<file path="config.mk">
export PLATFORM = sky130hd
export DESIGN_NAME = mgt_startup_fsm
export DESIGN_NICKNAME = d
export VERILOG_FILES = /design/src/rtl/mgt_pkg.sv /design/src/rtl/sync_2ff.sv /design/src/rtl/mgt_startup_fsm.sv
export SDC_FILE = /design/constraint.sdc
export NUM_CORES = 1
export LEC_CHECK = 0
export BUFFER_PORTS_ARGS = -buffer_cell sky130_fd_sc_hd__buf_2
export CORE_MARGIN = 5
export CORE_UTILIZATION = 51
export CTS_CLUSTER_SIZE = 24
export DETAILED_ROUTE_END_ITERATION = 8
export PLACE_DENSITY_LB_ADDON = 0.15
export SYNTH_ARGS = -nofsm -noshare
export SYNTH_HDL_FRONTEND = slang
export SYNTH_SLANG_ARGS = --single-unit
</file>
<file path="constraint.sdc">
create_clock -name clock_40 -period 2.7 [get_ports clock_40]
set_input_delay 0.27 -clock clock_40 [delete_from_list [all_inputs] [get_ports clock_40]]
set_output_delay 0.27 -clock clock_40 [all_outputs]
set_load 0.01 [all_outputs]
</file>
<file path="src/rtl/mgt_pkg.sv">
// rtl/mgt_pkg.sv - shared MGT startup state encoding and 40 MHz timing defaults
package mgt_pkg;

  // Startup sequencer state encoding, also used by monitoring and the register map
  localparam logic [2:0] ST_PLL_RST        = 3'd0;
  localparam logic [2:0] ST_WAIT_LOCK      = 3'd1;
  localparam logic [2:0] ST_GTX_RST        = 3'd2;
  localparam logic [2:0] ST_WAIT_RESETDONE = 3'd3;
  localparam logic [2:0] ST_SETTLE         = 3'd4;
  localparam logic [2:0] ST_DONE           = 3'd5;
  localparam logic [2:0] ST_FAILED         = 3'd6;

  // Default timing at 40 MHz (LOCK/DONE timeouts are 1 ms, settle is 10 us)
  localparam int DEF_PLL_RESET_CYCLES = 16;
  localparam int DEF_GTX_RESET_CYCLES = 16;
  localparam int DEF_LOCK_TIMEOUT     = 40000;
  localparam int DEF_DONE_TIMEOUT     = 40000;
  localparam int DEF_SETTLE_CYCLES    = 400;
  localparam int DEF_MAX_RETRIES      = 7;
  localparam int DEF_CNT_W            = 16;

  // Eight-bit increment that sticks at 255 instead of wrapping
  function automatic logic [7:0] sat_inc8(input logic [7:0] v);
    return (v == 8'hFF) ? v : v + 8'd1;
  endfunction

endpackage

</file>
<file path="src/rtl/sync_2ff.sv">
// rtl/sync_2ff.sv - two-flop synchronizer with asynchronous active-low reset
module sync_2ff #(
  parameter int WIDTH = 1
) (
  input  logic             clk_i,
  input  logic             rst_ni,
  input  logic [WIDTH-1:0] d_i,
  output logic [WIDTH-1:0] q_o
);

  (* ASYNC_REG = "TRUE", DONT_TOUCH = "TRUE" *) logic [WIDTH-1:0] meta_q;
  (* ASYNC_REG = "TRUE", DONT_TOUCH = "TRUE" *) logic [WIDTH-1:0] sync_q;

  // Two back-to-back flops give a metastability settling cycle
  always_ff @(posedge clk_i or negedge rst_ni) begin
    if (!rst_ni) begin
      meta_q <= '0;
      sync_q <= '0;
    end else begin
      meta_q <= d_i;
      sync_q <= meta_q;
    end
  end

  assign q_o = sync_q;

endmodule

</file>
<file path="src/rtl/mgt_startup_fsm.sv">
// rtl/mgt_startup_fsm.sv - TX MGT quad power-up / recovery sequencer
module mgt_startup_fsm
  import mgt_pkg::*;
#(
  parameter int PLL_RESET_CYCLES = DEF_PLL_RESET_CYCLES,
  parameter int GTX_RESET_CYCLES = DEF_GTX_RESET_CYCLES,
  parameter int LOCK_TIMEOUT     = DEF_LOCK_TIMEOUT,
  parameter int DONE_TIMEOUT     = DEF_DONE_TIMEOUT,
  parameter int SETTLE_CYCLES    = DEF_SETTLE_CYCLES,
  parameter int MAX_RETRIES      = DEF_MAX_RETRIES,
  parameter int CNT_W            = DEF_CNT_W
) (
  input  logic       clock_40,
  input  logic       reset_i,
  input  logic       restart_i,
  input  logic       pll_lock_i,
  input  logic       tx_resetdone_i,
  output logic       pll_reset_o,
  output logic       gtx_reset_o,
  output logic       mgt_startup_done_o,
  output logic       failed_o,
  output logic [7:0] retry_cnt_o,
  output logic [2:0] state_o
);

  // Terminal counts: each timed state exits when the counter reaches these
  localparam logic [CNT_W-1:0] PLL_LAST    = CNT_W'(PLL_RESET_CYCLES - 1);
  localparam logic [CNT_W-1:0] GTX_LAST    = CNT_W'(GTX_RESET_CYCLES - 1);
  localparam logic [CNT_W-1:0] LOCK_LAST   = CNT_W'(LOCK_TIMEOUT - 1);
  localparam logic [CNT_W-1:0] DONE_LAST   = CNT_W'(DONE_TIMEOUT - 1);
  localparam logic [CNT_W-1:0] SETTLE_LAST = CNT_W'(SETTLE_CYCLES - 1);

  logic [1:0]       sync_s;
  logic             lock_s;
  logic             rdone_s;
  logic             restart_q;
  logic             restart_edge;

  logic [2:0]       state_q, state_d;
  logic [CNT_W-1:0] cnt_q, cnt_d;
  logic [7:0]       retry_q, retry_d;
  logic             attempt_fail;
  logic             counting;

  logic             pll_reset_q;
  logic             gtx_reset_q;
  logic             done_q;
  logic             failed_q;

  sync_2ff #(.WIDTH(2)) u_sync (
    .clk_i  (clock_40),
    .rst_ni (reset_i),
    .d_i    ({pll_lock_i, tx_resetdone_i}),
    .q_o    (sync_s)
  );

  assign lock_s  = sync_s[1];
  assign rdone_s = sync_s[0];

  // Delay restart by one flop so only its rising edge restarts the sequence
  always_ff @(posedge clock_40 or negedge reset_i) begin
    if (!reset_i) restart_q <= 1'b0;
    else          restart_q <= restart_i;
  end

  assign restart_edge = restart_i & ~restart_q;

  // Next-state decision; restart beats timeout, timeout beats success
  always_comb begin
    state_d      = state_q;
    retry_d      = retry_q;
    attempt_fail = 1'b0;
    if (restart_edge) begin
      state_d = ST_PLL_RST;
      retry_d = '0;
    end else begin
      case (state_q)
        ST_PLL_RST: begin
          if (cnt_q == PLL_LAST) state_d = ST_WAIT_LOCK;
        end
        ST_WAIT_LOCK: begin
          if (cnt_q == LOCK_LAST) attempt_fail = 1'b1;
          else if (lock_s)        state_d = ST_GTX_RST;
        end
        ST_GTX_RST: begin
          if (cnt_q == GTX_LAST) state_d = ST_WAIT_RESETDONE;
        end
        ST_WAIT_RESETDONE: begin
          if ((cnt_q == DONE_LAST) || !lock_s) attempt_fail = 1'b1;
          else if (rdone_s)                    state_d = ST_SETTLE;
        end
        ST_SETTLE: begin
          if (!(lock_s && rdone_s))     attempt_fail = 1'b1;
          else if (cnt_q == SETTLE_LAST) state_d = ST_DONE;
        end
        ST_DONE: begin
          // Link loss after startup is a fresh start, not a failed attempt
          if (!(lock_s && rdone_s)) begin
            state_d = ST_PLL_RST;
            retry_d = '0;
          end
        end
        ST_FAILED: begin
          state_d = ST_FAILED;
        end
        default: begin
          state_d = ST_PLL_RST;
        end
      endcase
      if (attempt_fail) begin
        retry_d = sat_inc8(retry_q);
        state_d = (int'(retry_q) == MAX_RETRIES) ? ST_FAILED : ST_PLL_RST;
      end
    end
  end

  assign counting = (state_q != ST_DONE) && (state_q != ST_FAILED);

  // Shared cycle counter: cleared on any state change or restart, else counts
  always_comb begin
    cnt_d = cnt_q;
    if (restart_edge || (state_d != state_q)) cnt_d = '0;
    else if (counting)                        cnt_d = cnt_q + CNT_W'(1);
  end

  // State, counter, retry count and outputs, all registered off the next state
  always_ff @(posedge clock_40 or negedge reset_i) begin
    if (!reset_i) begin
      state_q     <= ST_PLL_RST;
      cnt_q       <= '0;
      retry_q     <= '0;
      pll_reset_q <= 1'b1;
      gtx_reset_q <= 1'b1;
      done_q      <= 1'b0;
      failed_q    <= 1'b0;
    end else begin
      state_q     <= state_d;
      cnt_q       <= cnt_d;
      retry_q     <= retry_d;
      pll_reset_q <= (state_d == ST_PLL_RST) || (state_d == ST_FAILED);
      gtx_reset_q <= !((state_d == ST_WAIT_RESETDONE) || (state_d == ST_SETTLE) ||
                       (state_d == ST_DONE));
      done_q      <= (state_d == ST_DONE);
      failed_q    <= (state_d == ST_FAILED);
    end
  end

  assign pll_reset_o        = pll_reset_q;
  assign gtx_reset_o        = gtx_reset_q;
  assign mgt_startup_done_o = done_q;
  assign failed_o           = failed_q;
  assign retry_cnt_o        = retry_q;
  assign state_o            = state_q;

endmodule

</file>
==> results of run 1 <==
-- cells in the mapped netlist (all sizes together) --
| cell | n | area, sq um |
|---|---|---|
| clkbuf | 3 | 12.5 |
| nand2 | 17 | 63.8 |
| o21ba | 1 | 10.0 |
| nor3b | 3 | 27.5 |
| a21oi | 6 | 30.0 |
| xor2 | 8 | 77.6 |
| or3 | 1 | 6.26 |
| nand3 | 9 | 45.0 |
| dfstp | 2 | 52.6 |
| o21a | 1 | 7.51 |
| and4bb | 2 | 25.0 |
| a22oi | 2 | 33.8 |
| or4 | 1 | 7.51 |
| a22o | 1 | 8.76 |
| nor4b | 3 | 26.3 |
| and3 | 1 | 6.26 |
| nand2b | 4 | 25.0 |
| o32a | 1 | 10.0 |
| mux2i | 2 | 23.8 |
| o211ai | 1 | 7.51 |
| o31ai | 1 | 7.51 |
| nand3b | 2 | 15.0 |
| nor4 | 19 | 165 |
| nor2 | 14 | 52.6 |
| xnor2 | 16 | 140 |
| dfrtp | 34 | 851 |
| and4b | 1 | 10.0 |
| a31oi | 2 | 12.5 |
| nor3 | 12 | 60.1 |
| nand4 | 6 | 52.6 |
| inv | 2 | 7.51 |
| and4 | 1 | 8.76 |
| buf | 5 | 36.3 |
| o21ai | 5 | 28.8 |
| ha | 2 | 25.0 |
| and2 | 5 | 31.3 |
| a211o | 1 | 8.76 |
| nor2b | 2 | 12.5 |
| or2 | 1 | 8.76 |
| a21o | 2 | 15.0 |
| a211oi | 2 | 20.0 |
-- cell families (layout without fill, tap and decap cells) --
logic type	after synthesis	after routing	share of synthesized area (%)
xor+xnor	24	24	10.5
buf+inv	10	32	2.71
simple gates	104	104	31.3
mux	2	2	1.15
compound gates	26	26	9.64
flops	36	36	43.5
fa+ha+maj	2	2	1.21
-- flip-flops by register name, indices dropped and copies added, names as in the netlist --
signal and count:
restart_q 1, u_sync.meta_q 2, failed_o 1, retry_cnt_o 8
cnt_q 16, pll_reset_o 1, mgt_startup_done_o 1, state_o 3
gtx_reset_o 1, u_sync.q_o 2
-- worst max-delay path: stages (launching register included) --
cell	delay, ns
dfrtp_1	0.39
ha_1	0.25
and4bb_2	0.28
nand4_4	0.15
o211ai_1	0.34
nor2b_1	0.08
a211o_1	0.45
nor4b_1	0.32
-- area by class of cell --
class	instances	area, sq um	area share, %
Tap cell	50	62.6	2.72
Inverter	2	7.51	0.327
Multi-Input combinational cell	158	1120	48.6
Timing Repair Buffer	22	118	5.12
Sequential cell	36	903	39.3
Clock buffer	8	90.1	3.92
-- metrics by stage --
| stage | hold WS (ns) | setup slack (ns) | utilization [%] | instance area, sq um | power, W |
|---|---|---|---|---|---|
| 6_report | 0.0622 | 0.327 | 57.8 | 2300 | 0.00113 |
| 5_1_grt | 0.0775 | 0.0805 | 57.8 | 2300 | 0.00119 |
| 4_1_cts | 0.0876 | 0.356 | 57.8 | 2300 | 0.00114 |
| 3_5_place_dp | 0.339 | 0.379 | 55.6 | 2210 | 0.000758 |
| 3_3_place_gp | 0.340 | 0.478 | 55.6 | 2210 | 0.000749 |
| 2_1_floorplan | -0.0256 | 0.566 | - | 2080 | 0.000706 |
-- worst max-delay path by stage --
stage	start	to	cells after the start
2_1_floorplan	cnt_q[0]$_DFFE_PN0P_	cnt_q[13]$_DFFE_PN0P_	8
3_3_place_gp	cnt_q[0]$_DFFE_PN0P_	cnt_q[3]$_DFFE_PN0P_	7
3_5_place_dp	cnt_q[0]$_DFFE_PN0P_	cnt_q[3]$_DFFE_PN0P_	7
4_1_cts	cnt_q[0]$_DFFE_PN0P_	cnt_q[3]$_DFFE_PN0P_	7
5_1_grt	cnt_q[0]$_DFFE_PN0P_	cnt_q[0]$_DFFE_PN0P_	7
6_report	cnt_q[0]$_DFFE_PN0P_	cnt_q[3]$_DFFE_PN0P_	7
-- routing by layer --
metal	track usage [%]	vias to the layer above
met2	27.4	41
met4	4.63	0
met5	0	-
met1	24.0	778
met3	5.06	4
li1	-	789
-- report_power, final --
part,internal (W),switching (W)
clock,0.000208,0.000175
combinational,0.0000575,0.0000871
sequential,0.000569,0.0000340
==> flow_summary.ini, run 1 <==
[status]
status = finished, final reports clean

[global_routing]
grt_pass1_vias = 1549
grt_pass1_wl_microns = 7400
grt_max_degree = 37
gr-usage-all-layers_pct = 17.6
grt_overflow_total = 0
antenna_found_initial = 0

[logic_synthesis]
synth_seq_cells = 36
syn_area_sq_mm = 0.00208
syn_inst = 204
syn_nets = 211
ys_warn_count = 0
synth_seq_area_share_pct = 43.5
synth_cell_types = 55
syn_avg_cell_area_sq_um = 10.2

[route]
viasPerCell = 5.84
top_layer_used = met4
ant_nets = 0
vias = 1612
wirelength_met1_microns = 1990
wl_met3_microns = 226
avgRoutedWirePerCell_microns = 15.5
drc = 0
met2_length_microns = 2030
drtIter0Drc = 96
drtPass1Iterations = 4
wirelength_microns = 4280

[clock_network]
numCtsBuffers = 5
cts_tree = built
clkTransAtPathRegs_ns = 0.07
postCtsHoldBufs = 0
cts-resized-gates = 0
clockBufferDepth = 2
cts_root_buffer = clkbuf_8
cts.sinks = 36
h-tree-depth = 2
clock_latency_ns = 0.28
post-cts-setup-buffers = 0

[setup_path]
criticalPathCategory = flop to flop
cp.arrival_ns = 2.55
startpoint_type = flop
r2r_end = cnt_q[3]$_DFFE_PN0P_
rr_startpoint = cnt_q[0]$_DFFE_PN0P_
rrSetupSlack_ns = 0.33
cp_max_fo = 12
worstPathRequired_ns = 2.87
cp-end-kind = flop
reg2regPathDepth = 7

[floorplanning]
fp.dieH_microns = 73.8
rows = 23
core-area_sq_mm = 0.00397
initial_core_util_pct = 52.3
ios = 20
chipWidth_microns = 73.8
dieArea_sq_mm = 0.00545

[final_layout]
antenna_cells = 0
final_common_cell = dfrtp_1
final-instance-count-excl-fill = 276
n_fill_cell = 356
synthToLayoutAreaGrowth_pct = 10.7
final_layout_size_suffix_gt1_share_pct = 20.8
final_cell_mix = 34 x dfrtp_1, 19 x buf_2, 17 x nand2_1
nNetsFinal = 232

[sta]
post-route-min-period_ns = 2.37
slew_violations = 0
fmax_mhz = 421
min_period_over_period_pct = 87.9
setup_viol_count_final = 0
max_slew.worst_pin.slew_ns = 0.774
relSlewSlack_pct = 48.4
hold_viol = 0
rsz0062_at_grt = no
fin_skew_ns = 0.00286
fin_tns_setup_ns = 0

[min_path]
hold_path_class = input port to async pin

[pwr]
peakVddDrop_v = 0.000267
power_leakage_nw = 0.993
power_density_mw_per_mm2 = 492

[place]
dp.cells = 268
place_hpwl_microns = 3100
gp_congestion = 0.881
io_buffer_count = 19

[flow_run]
maxCapViolCount = 0
No activity file was read; power rests on OpenSTA's default activity.
==> inputs of run 2 (changes only) <==
- CORE_UTILIZATION: 51 -> 55
==> flow_summary.ini, run 2 (synthesis results as in run 1) <==
[clock_network]
clockBufferDepth = 2
post-cts-setup-buffers = 0
clkTransAtPathRegs_ns = 0.07
cts_root_buffer = clkbuf_8
cts-resized-gates = 0
postCtsHoldBufs = 0
h-tree-depth = 2
numCtsBuffers = 5
cts.sinks = 36
cts_tree = built
clock_latency_ns = 0.28

[final_layout]
synthToLayoutAreaGrowth_pct = 10.7
final-instance-count-excl-fill = 274
largest_register_ffs = 16
final_util_pct = 62.7
final_common_cell = dfrtp_1
antenna_cells = 0
top_register = cnt_q
final_layout_size_suffix_gt1_share_pct = 21.7
n_fill_cell = 321
nNetsFinal = 232
stdcell_area_sq_mm = 0.00230
final_cell_mix = 34 x dfrtp_1, 19 x buf_2, 17 x nand2_1

[setup_path]
rrSetupSlack_ns = 0.35
cp_slowest_cell = a211o_1
max_stage_delay_ns = 0.48
startpoint_type = flop
criticalPathCategory = flop to flop
cp.arrival_ns = 2.53
crit_buf_inv = 0
path_delay_family = simple AND/OR/NAND/NOR gates
cp_max_fo = 12
worstPathRequired_ns = 2.88
cp_cell_sequence = ha_1, and4bb_2, nand4_4, a211oi_2, nor3b_1, a211o_1, nor4b_1
cp-end-kind = flop

[sta]
fmax_mhz = 425
max_slew.worst_pin.slew_ns = 0.769
post-route-min-period_ns = 2.35
fin_tns_setup_ns = 0
setup_viol_count_final = 0
rsz0062_at_grt = no
min_period_over_period_pct = 87.1
hold_viol = 0
slew_violations = 0
relSlewSlack_pct = 48.7
fin_skew_ns = 0.00350

[place]
io_buffer_count = 19
dp.cells = 266
place_area_sq_mm = 0.00220
place_hpwl_microns = 3010
gp_congestion = 0.929

[floorplanning]
core-area_sq_mm = 0.00366
rows = 22
dieArea_sq_mm = 0.00510
chipWidth_microns = 71.4
initial_core_util_pct = 56.7
fp.dieH_microns = 71.4
ios = 20

[pwr]
power.share.sequential_pct = 53.2
swShare_pct = 26.8
p_total_w = 0.00113
power_density_mw_per_mm2 = 493
peakVddDrop_v = 0.000364
p_int_w = 0.000830
power_leakage_nw = 0.998
p_comb_share_pct = 12.5
clkPwrFrac_pct = 34.3
switching_power_w = 0.000304

[global_routing]
grt_pass1_vias = 1567
gr-usage-all-layers_pct = 18.0
grt_max_degree = 37
grt_overflow_total = 0
antenna_found_initial = 0
grt_pass1_wl_microns = 7230

[route]
wirelength_microns = 4160
drtIter0Drc = 78
ant_nets = 0
drc = 0
viasPerCell = 5.86
drtPass1Iterations = 4
vias = 1605
avgRoutedWirePerCell_microns = 15.2

[flow_run]
maxCapViolCount = 0

[min_path]
hold_path_class = input port to async pin

[status]
status = finished, final reports clean
-- run 2: changes by cell type in the layout (fill, tap and decap cells not counted) --
cell      previous run  this run
clkbuf_1             2         0
clkinv_2             0         2
-- run 2: area by class of cell --
cell class,count,area [sq um],share of cell area [%]
Clock inverter,2,10.0,0.436
Tap cell,48,60.1,2.61
Timing Repair Buffer,22,118,5.12
Sequential cell,36,903,39.3
Multi-Input combinational cell,158,1120,48.6
Clock buffer,6,82.6,3.59
Inverter,2,7.51,0.327
-- run 2: power by group through the flow --
stage                     sequential, W  clock [W]  combinational [W]
final                          0.000603   0.000389           0.000142
after global placement         0.000610          0           0.000137
after CTS                      0.000603   0.000397           0.000143
after detailed placement       0.000613          0           0.000141
after global routing           0.000608   0.000437           0.000161
after floorplan                0.000604          0           0.000102
-- run 2: per-stage QoR --
| step | setup WS (ns) | hold WS [ns] |
|---|---|---|
| 2_1_floorplan | 0.566 | -0.0256 |
| 3_3_place_gp | 0.473 | 0.341 |
| 3_5_place_dp | 0.359 | 0.340 |
| 4_1_cts | 0.323 | 0.0808 |
| 5_1_grt | 0.184 | 0.0651 |
| 6_report | 0.348 | 0.0492 |
-- run 2: path summary, 6_finish.rpt --
| path | cells after the start | from | to |
|---|---|---|---|
| max | 7 | cnt_q[0]$_DFFE_PN0P_ | cnt_q[3]$_DFFE_PN0P_ |
| min | 1 | reset_i | state_o[2]$_DFF_PN0_ |
| max reg2reg | 7 | cnt_q[0]$_DFFE_PN0P_ | cnt_q[3]$_DFFE_PN0P_ |
| min reg2reg | 0 | u_sync.meta_q[1]$_DFF_PN0_ | u_sync.q_o[1]$_DFF_PN0_ |
| max in group asynchronous | 1 | reset_i | cnt_q[0]$_DFFE_PN0P_ |
| min in group clock_40 | 1 | pll_lock_i | u_sync.meta_q[1]$_DFF_PN0_ |
-- run 2: layer usage --
metal / wire (microns) / up-vias / track usage [%]
li1: - / 785 / -
met1: 1920 / 779 / 24.1
met2: 1960 / 33 / 27.6
met3: 188 / 8 / 3.51
met4: 83 / 0 / 9.39
met5: 0 / - / 0
